[config.mk]
export PLATFORM = sky130hd
export DESIGN_NAME = rect_plotter
export DESIGN_NICKNAME = d
export VERILOG_FILES = /design/src/rtl/rect_plotter.sv
export SDC_FILE = /design/constraint.sdc
export NUM_CORES = 1
export LEC_CHECK = 0
export BUFFER_PORTS_ARGS = -buffer_cell sky130_fd_sc_hd__buf_4
export CORE_MARGIN = 3
export CORE_UTILIZATION = 50
export DETAILED_ROUTE_END_ITERATION = 10
export PLACE_DENSITY = 0.8
export REMOVE_ABC_BUFFERS = 1
export SYNTH_ARGS = -nofsm -noshare
export SYNTH_HDL_FRONTEND = slang
export SYNTH_SLANG_ARGS = --single-unit
[constraint.sdc]
create_clock -name clock -period 4.3 [get_ports clock]
set_input_delay 0 -clock clock [delete_from_list [all_inputs] [get_ports clock]]
set_output_delay 0 -clock clock [all_outputs]
set_load 0.01 [all_outputs]
[src/rtl/rect_plotter.sv]
// rect_plotter
//   Rectangle fill engine sitting between the game control FSM and
//   vga_adapter. Accepts one command per valid/ready handshake (draw,
//   erase with colour 000, or full-screen clear) and walks the rectangle
//   in raster order, one pixel per clock, clipping anything off-screen.
//
// Ports
//   clock       system clock (CLOCK_50)
//   resetn      synchronous reset, active-low
//   req_valid   command valid
//   req_ready   engine idle; command taken when req_valid & req_ready
//   req_x0/y0   top-left corner
//   req_w/h     size in pixels (0 = empty command)
//   req_colour  fill colour
//   req_clear   fill the whole screen, geometry inputs ignored
//   x/y/colour  pixel to vga_adapter (zero when plot is low)
//   plot        pixel write strobe
//   busy        command in progress (RUN or DONE)
//   done        one-cycle pulse after the last pixel of a command
module rect_plotter #(
  parameter int unsigned SCREEN_W = 160,
  parameter int unsigned SCREEN_H = 120,
  parameter int unsigned COORD_W  = 8,
  parameter int unsigned COLOUR_W = 3
) (
  input  logic                clock,
  input  logic                resetn,
  input  logic                req_valid,
  output logic                req_ready,
  input  logic [COORD_W-1:0]  req_x0,
  input  logic [COORD_W-1:0]  req_y0,
  input  logic [COORD_W-1:0]  req_w,
  input  logic [COORD_W-1:0]  req_h,
  input  logic [COLOUR_W-1:0] req_colour,
  input  logic                req_clear,
  output logic [COORD_W-1:0]  x,
  output logic [COORD_W-1:0]  y,
  output logic [COLOUR_W-1:0] colour,
  output logic                plot,
  output logic                busy,
  output logic                done
);

  typedef enum logic [1:0] {
    S_IDLE,
    S_RUN,
    S_DONE
  } state_t;

  localparam logic [COORD_W:0] LIM_X = (COORD_W+1)'(SCREEN_W);
  localparam logic [COORD_W:0] LIM_Y = (COORD_W+1)'(SCREEN_H);

  state_t state;

  logic [COORD_W-1:0]  x0_q, y0_q, w_q, h_q;
  logic [COORD_W-1:0]  col_q, row_q;
  logic [COLOUR_W-1:0] colour_q;

  // Effective command after applying the clear override
  logic [COORD_W-1:0] cmd_x0, cmd_y0, cmd_w, cmd_h;

  always_comb begin
    if (req_clear) begin
      cmd_x0 = '0;
      cmd_y0 = '0;
      cmd_w  = COORD_W'(SCREEN_W);
      cmd_h  = COORD_W'(SCREEN_H);
    end else begin
      cmd_x0 = req_x0;
      cmd_y0 = req_y0;
      cmd_w  = req_w;
      cmd_h  = req_h;
    end
  end

  logic accept;
  logic cmd_empty;
  logic col_last;
  logic last_px;

  assign accept    = req_valid & req_ready;
  assign cmd_empty = (cmd_w == '0) || (cmd_h == '0);
  assign col_last  = (col_q == w_q - 1'b1);
  assign last_px   = col_last && (row_q == h_q - 1'b1);

  // col_q/row_q index the pixel currently on the outputs, so the walker
  // registers the *next* raster position each RUN cycle. On acceptance the
  // first pixel is produced straight from the request so it appears in the
  // cycle right after the handshake.
  logic [COORD_W-1:0]  ncol, nrow;
  logic [COORD_W-1:0]  base_x, base_y, off_x, off_y;
  logic [COLOUR_W-1:0] px_colour;
  logic [COORD_W:0]    ax, ay;
  logic                in_view;

  always_comb begin
    if (col_last) begin
      ncol = '0;
      nrow = row_q + 1'b1;
    end else begin
      ncol = col_q + 1'b1;
      nrow = row_q;
    end
  end

  always_comb begin
    if (state == S_RUN) begin
      base_x    = x0_q;
      base_y    = y0_q;
      off_x     = ncol;
      off_y     = nrow;
      px_colour = colour_q;
    end else begin
      base_x    = cmd_x0;
      base_y    = cmd_y0;
      off_x     = '0;
      off_y     = '0;
      px_colour = req_colour;
    end
    // One extra bit so x0+col never wraps back into the visible area
    ax      = {1'b0, base_x} + {1'b0, off_x};
    ay      = {1'b0, base_y} + {1'b0, off_y};
    in_view = (ax < LIM_X) && (ay < LIM_Y);
  end

  always_ff @(posedge clock) begin
    if (!resetn) begin
      state     <= S_IDLE;
      req_ready <= 1'b1;
      x         <= '0;
      y         <= '0;
      colour    <= '0;
      plot      <= 1'b0;
      busy      <= 1'b0;
      done      <= 1'b0;
      x0_q      <= '0;
      y0_q      <= '0;
      w_q       <= '0;
      h_q       <= '0;
      col_q     <= '0;
      row_q     <= '0;
      colour_q  <= '0;
    end else begin
      case (state)
        S_IDLE: begin
          done <= 1'b0;
          if (accept) begin
            x0_q      <= cmd_x0;
            y0_q      <= cmd_y0;
            w_q       <= cmd_w;
            h_q       <= cmd_h;
            colour_q  <= req_colour;
            col_q     <= '0;
            row_q     <= '0;
            req_ready <= 1'b0;
            busy      <= 1'b1;
            if (cmd_empty) begin
              state  <= S_DONE;
              done   <= 1'b1;
              plot   <= 1'b0;
              x      <= '0;
              y      <= '0;
              colour <= '0;
            end else begin
              state  <= S_RUN;
              plot   <= in_view;
              x      <= in_view ? ax[COORD_W-1:0] : '0;
              y      <= in_view ? ay[COORD_W-1:0] : '0;
              colour <= in_view ? px_colour : '0;
            end
          end
        end

        S_RUN: begin
          if (last_px) begin
            state  <= S_DONE;
            done   <= 1'b1;
            plot   <= 1'b0;
            x      <= '0;
            y      <= '0;
            colour <= '0;
          end else begin
            col_q  <= ncol;
            row_q  <= nrow;
            plot   <= in_view;
            x      <= in_view ? ax[COORD_W-1:0] : '0;
            y      <= in_view ? ay[COORD_W-1:0] : '0;
            colour <= in_view ? px_colour : '0;
          end
        end

        S_DONE: begin
          state     <= S_IDLE;
          done      <= 1'b0;
          busy      <= 1'b0;
          plot      <= 1'b0;
          req_ready <= 1'b1;
        end

        default: begin
          state     <= S_IDLE;
          done      <= 1'b0;
          busy      <= 1'b0;
          plot      <= 1'b0;
          req_ready <= 1'b1;
        end
      endcase
    end
  end

endmodule

==> results by group, run 1 <==
Placement
  • Placed cell count: 759
  • Area after DPL: 0.00540 mm²
  • IO Port Bufs: 61
  • DP Wirelength: 8620 µm
  • Place WS: -0.246 ns
  • Routability cong.: between 0.9 and 1

Clock network
  • Root Buffer: clkbuf_8
  • H-tree lvl count: 3
  • Worst-path clk slew: 0.09 ns
  • CTS Buffer Depth: 2
  • CTS tree: done
  • Clock Sinks: between 70 and 80
  • Clk_lat worst skew: 0.35 ns
  • CTS buffer count: 9

Synth
  • Sequential area share after synthesis: 32.5%
  • Post-synth top area cell: dfxtp_1
  • Average cell area after synthesis: around 8 µm²
  • Synth top area share: 32.5%
  • Synth cell types: 62
  • Cells after synthesis: 590
  • Post-synth EDFFs: 0
  • Seq cells post-synth: 76
  • Synth top area cells: dfxtp_1 (32%), nand2_1 (6.6%), ha_1 (5.3%)
  • Top_reg_cell synth: dfxtp_1
  • Netlist Area Pre-Place: 0.00468 mm²
  • Yosys warnings: 0
  • Post-synth ARST share: 0%

Die
  • Row cnt: 34
  • Core Box Area: a little under 0.009 mm²
  • Die X: 103 µm
  • Die footprint: ~0.011 mm²
  • Initial Util: 52.7%
  • DIE HEIGHT: ~100 µm
  • Top Ports: 62

Power
  • Power Dens Cells: 315 mW/mm²
  • Peak supply drop: around 0.22 mV
  • P_leak: 2.46 nW

Timing
  • Achievable frequency: between 200 and 250 MHz
  • Setup_tns: -0.959 ns
  • Final slew viol count: 0
  • Measured slew at the worst slew-check pin: roughly 0.72 ns
  • Slew HR: approximately half
  • Final hold violation count: 0
  • Final setup margin: -0.110 ns
  • Fin crit share: 103%
  • Final setup fails: 16
  • Clock skew: between 0.01 and 0.015 ns
  • RSZ-0062 raised after global routing: true
  • Clock period minus final worst setup slack: between 4 and 5 ns

Route
  • Routed len/inst: approximately 16 µm
  • Vias per cell: around 5.7
  • Initial DRC Count: 271
  • Final wirelength: 13100 µm
  • Post-route ant nets: 0
  • DRC: 0
  • Drt first pass iters: 5
  • Vias: 4605

Critical path
  • Cells along the critical path: inv_2, ha_4, or3b_4, nor4_4, o211ai_1, or2_1, nor2_2, buf_6, nand4_1, xor2_1, nor2_1, ha_1, a21oi_4, nand4_1, o21ai_2, a31oi_4, xnor2_2, o31a_1, nor3b_4, buf_6, a32o_1
  • WP depth: 21
  • Critical path's slowest cell: or3b_4
  • Crit path max-delay family: simple AND/OR/NAND/NOR gates
  • R2R depth: 21
  • Worst setup path endpoint: colour[1]
  • Arrival time at the worst endpoint: ~4.7 ns
  • Setup crit start kind: flip-flop
  • R2R Path End: colour[1]
  • Worst EP required: between 4 and 5 ns
  • Worst Setup SP: w_q[1]
  • R2R Setup Slk: -0.11 ns
  • Buf/Inv on CP: 3
  • Setup CP Type: reg2reg
  • Worst-path maximum fanout: 5
  • Slowest stage delay, CP: between 0.4 and 0.5 ns
  • RR Startpoint: w_q[1]
  • CP Capture Type: flip-flop

Cells and area
  • N_diodes: 0
  • Nets: 760
  • Area Growth Syn to Fin: 31.8%
  • Fin area: 0.00617 mm²
  • Most common cell after layout, fill and taps aside: buf_4
  • Layout cell share with drive strength beyond 1: 26.1%
  • Final core occ: ~70%
  • Commonest non-fill, non-tap cells in the layout: buf_4 (105), nand2_1 (81), dfxtp_1 (74)
  • Final cell count without fillers: just over 800

Run status
  • Failing checks: negative setup slack
  • Status: complete, but fails checks

Global routing
  • First-pass GRT wire length: 21400 µm
  • Grt ovf: 0
  • Initial antenna violation count: 0
  • GRT Overall Usage: 25.2%
  • Vias in the first global route: 4579
  • Largest net degree at the start of global routing: 59

Min path
  • HP Class: in2reg
  • Worst hold start: req_x0[4]

Run
  • Max Cap Violations: 0
==> cell usage after synthesis (all sizes together), types with 7 or more instances <==
library cell,count
nand2,82
dfxtp,76
o21ai,53
nor2,38
clkbuf,29
xnor2,25
a21oi,23
inv,21
and2,20
ha,20
nand2b,20
a21boi,19
nor2b,19
nor3,18
xor2,18
nand3b,14
nand3,10
mux2i,8
nor4,8
a32o,7
nor3b,7
==> stage by stage <==
| stage | hold slack, ns | power (mW) |
|---|---|---|
| 2_1_floorplan | 0.0762 | 1.09 |
| 3_3_place_gp | 0.288 | 1.27 |
| 3_5_place_dp | 0.299 | 1.30 |
| 4_1_cts | 0.0511 | 1.92 |
| 5_1_grt | 0.0733 | 2.04 |
| 6_report | 0.0564 | 1.95 |
==> state kept, by name, summed over array words and instances, names as in the netlist, 2 cells and up <==
register  flops
h_q           8
w_q           8
colour_q      3
state         2
x             8
row_q         8
y0_q          8
y             8
col_q         8
x0_q          8
colour        3
==> per-layer routing <==
metal	global-route usage [%]	wire, µm	vias to the layer above	share of wire (%)
li1	-	-	2263	-
met5	0	0	-	0
met3	5.28	699	37	5.3
met4	7.57	340	0	2.6
met2	45.2	6740	167	52
met1	30.2	5290	2138	40
==> cell type report <==
cell class	instances	area, µm²
flip-flops and latches	76	1520
clock buffers	11	151
clock inverters	5	60.1
well taps	108	135
inverters	21	78.8
multi-input cells	460	3170
repair buffers	131	1050
fillers	664	2720
==> what timing repair did <==
action                                 4_1_cts  5_1_grt
buffers inserted                            12        4
gates resized for setup                     36       23
pin swaps                                   26       21
endpoints found under the hold margin       21        0
hold buffers                                21        0
setup endpoints to repair                   19       19
==> report_power, final <==
part	switching, mW	internal (mW)
registers	0.0398	0.752
clock network	0.279	0.301
logic	0.313	0.262
total	0.632	1.32
==> tightest hold or removal path, stage by stage <==
cell,delay [ns]
buf_4,0.08
nand2b_1,0.06
o21ai_0,0.14
and2_1,0.11
==> worst min-delay path by stage <==
stage / endpoint / slack [ns] / cells past startpoint
after floorplan: req_ready / 0.08 / 1
after global placement: colour_q[1] / 0.29 / 3
after detailed placement: colour_q[2] / 0.30 / 3
after CTS: x0_q[1] / 0.05 / 4
after global routing: x0_q[6] / 0.07 / 4
final: x0_q[4] / 0.06 / 4
==> cell families after synthesis <==
| logic type | after synthesis | synth area share [%] |
|---|---|---|
| compound gates | 131 | 18.2 |
| simple gates | 255 | 28.3 |
| mux | 9 | 2.03 |
| buf+inv | 54 | 4.43 |
| xor+xnor | 43 | 8.36 |
| flops | 76 | 32.5 |
| fa+ha+maj | 22 | 6.20 |
Power figures use the tool's default switching activity.
==> inputs of run 2 (changes only) <==
--- a/config.mk
+++ b/config.mk
@@ -9,7 +9,8 @@
 export CORE_MARGIN = 3
 export CORE_UTILIZATION = 50
 export DETAILED_ROUTE_END_ITERATION = 10
-export PLACE_DENSITY = 0.8
+export HOLD_SLACK_MARGIN = 0.15
+export PLACE_DENSITY = 0.73
 export REMOVE_ABC_BUFFERS = 1
 export SYNTH_ARGS = -nofsm -noshare
 export SYNTH_HDL_FRONTEND = slang
==> run 2 against run 1 <==
  * The flow still finishes with violations (negative setup slack)
  * Worst setup slack better by 0.044 ns
  * Cell count is 3.8% higher
  * Clock-buffer cell count is 1 lower
  * Die area stayed put
  * First-iteration DRC count is 9.2% lower
  * Utilization is 3.3 points higher
  * Routed wire length is 0.89% higher
  * Maximum frequency is 1.0% higher
  * Combinational power is 1% higher
  * Clock power is 3% lower
  * Total power is 0.46% lower
  * Non-clock buffer count is 31 higher
==> results by group, run 2 (synthesis results as in run 1) <==
Run status
  • Status: complete, but fails checks
  • Failing checks: negative setup slack

Min path
  • Worst hold start: req_clear
  • Hold Path Depth: 3
  • HP Class: in2reg
  • WHS Endpoint: h_q[6]

Global routing
  • First-pass GRT wire length: 21200 µm
  • GRT Overall Usage: 25.4%
  • Vias in the first global route: 4597
  • Initial antenna violation count: 0
  • Grt ovf: 0
  • Largest net degree at the start of global routing: 59

Placement
  • IO Port Bufs: 61
  • Routability cong.: 0.851
  • DP Wirelength: about 8300 µm

Critical path
  • Setup crit start kind: flip-flop
  • R2R Setup Slk: -0.07 ns
  • Crit-path most repeated cell: buf_4
  • Critical path's slowest cell: a2111o_1
  • Arrival time at the worst endpoint: 4.62 ns
  • Cells along the critical path: inv_2, ha_4, or3b_4, nor4_4, buf_4, o2111ai_1, a2111o_1, xor2_2, nor2_1, ha_1, a21oi_1, o21ai_0, mux2_4, xnor2_2, o31a_1, buf_4, nand4bb_4, buf_6, o21ai_1
  • R2R depth: 19
  • Setup CP Type: reg2reg
  • Worst EP required: 4.55 ns
  • Worst-path maximum fanout: 7
  • Slowest stage delay, CP: about 0.50 ns
  • CP Capture Type: flip-flop
  • R2R Path End: x[4]
  • RR Startpoint: w_q[0]

Route
  • Vias: 4768
  • Initial DRC Count: 246
  • Final wirelength: roughly 13000 µm
  • Routed len/inst: approximately 16 µm
  • Post-route ant nets: 0
  • Drt first pass iters: 5
  • DRC: 0
  • Vias per cell: 5.66

Cells and area
  • Area Growth Syn to Fin: 38.2%
  • # fillers: 625
  • Nets: 791
  • Layout cell share with drive strength beyond 1: 24.9%
  • Final core occ: 72.8%
  • N_diodes: 0
  • Most common cell after layout, fill and taps aside: buf_4
  • Commonest non-fill, non-tap cells in the layout: buf_4 (106), nand2_1 (80), dfxtp_1 (74)

Clock network
  • Worst-path clk slew: 0.08 ns
  • Root Buffer: clkbuf_8
  • CTS buffer count: 9
  • Clock Sinks: 76
  • CTS Buffer Depth: 2
  • H-tree lvl count: 3
  • CTS tree: done
  • Clk_lat worst skew: 0.36 ns

Timing
  • Final slew viol count: 0
  • Clock skew: 0.0136 ns
  • Achievable frequency: about 230 MHz
  • RSZ-0062 raised after global routing: true
  • Fin crit share: 102%
  • Measured slew at the worst slew-check pin: 1.02 ns
  • Final setup fails: 19
  • Slew HR: about a third
  • Clock period minus final worst setup slack: around 4.4 ns
  • Final hold violation count: 0
  • Final setup margin: -0.0659 ns
  • WHS: 0.196 ns

Run
  • Max Cap Violations: 0

Die
  • Die footprint: 0.0106 mm²
  • Core Box Area: 0.00889 mm²
  • Initial Util: between 50% and 60%
  • DIE HEIGHT: 103 µm
  • Die X: 103 µm
  • Row cnt: 34
  • Top Ports: 62

Power
  • Power Dens Cells: 300 mW/mm²
  • Peak supply drop: 0.214 mV
  • Total power: 1.94 mW
  • P_leak: 2.62 nW
## run 2: routing by layer
metal  vias to the layer above  global-route usage, %  routed length [µm]
met1                      2280                   31.9                5630
met5                         -                      0                   0
met4                         0                   9.96                 255
met3                        27                   3.11                 640
li1                       2312                      -                   -
met2                       149                   44.2                6660
## run 2: worst max-delay path: cells and delay by family (launching register included)
family | cells | cell delay (ns)
and+or+nand+nor | 4 | 0.86
DFF | 1 | 0.35
buffers and inverters | 4 | 0.52
AOI/OAI and AO/OA | 6 | 1.36
muxes | 1 | 0.31
xor gates and xnor gates | 2 | 0.37
adders and majority gates | 2 | 0.51
## run 2: worst max-delay path by stage
stage / slack (ns) / start / end
floorplan: -0.12 / w_q[0] / x[1]
global placement: -0.03 / w_q[0] / x[4]
detailed placement: -0.15 / w_q[0] / x[2]
CTS: -0.01 / w_q[1] / x[2]
global route: -0.27 / w_q[0] / colour[0]
finish: -0.07 / w_q[0] / x[4]
## run 2: power breakdown
group	internal [mW]	switching, mW
registers	0.752	0.0422
logic	0.272	0.311
clock network	0.283	0.278
## run 2: metrics by stage
step	std cells	instance area (µm²)	TNS [ns]	setup WS, ns
after detailed placement	751	5340	-2.43	-0.149
after global routing	843	6470	-4.75	-0.273
final	843	6470	-0.758	-0.0659
after global placement	751	5340	-0.168	-0.0282
after CTS	835	6300	-0.0564	-0.0103
after floorplan	557	4550	-1.29	-0.116
## run 2: cell type report
type                    count  area, µm²  share of cell area (%)
flip-flops and latches     76       1520                    23.5
repair buffers            162       1360                    21.1
well taps                 108        135                    2.09
clock inverters             6       63.8                   0.986
inverters                  21       78.8                    1.22
multi-input cells         460       3170                    49.0
clock buffers              10        138                    2.13
## run 2: timing repair
action                     CTS  global route
pin swaps                   21            26
gates resized for setup     33            23
setup endpoints to repair   19            19
setup buffers               17             8
hold buffers                51             0
hold endpoints to repair    44             0
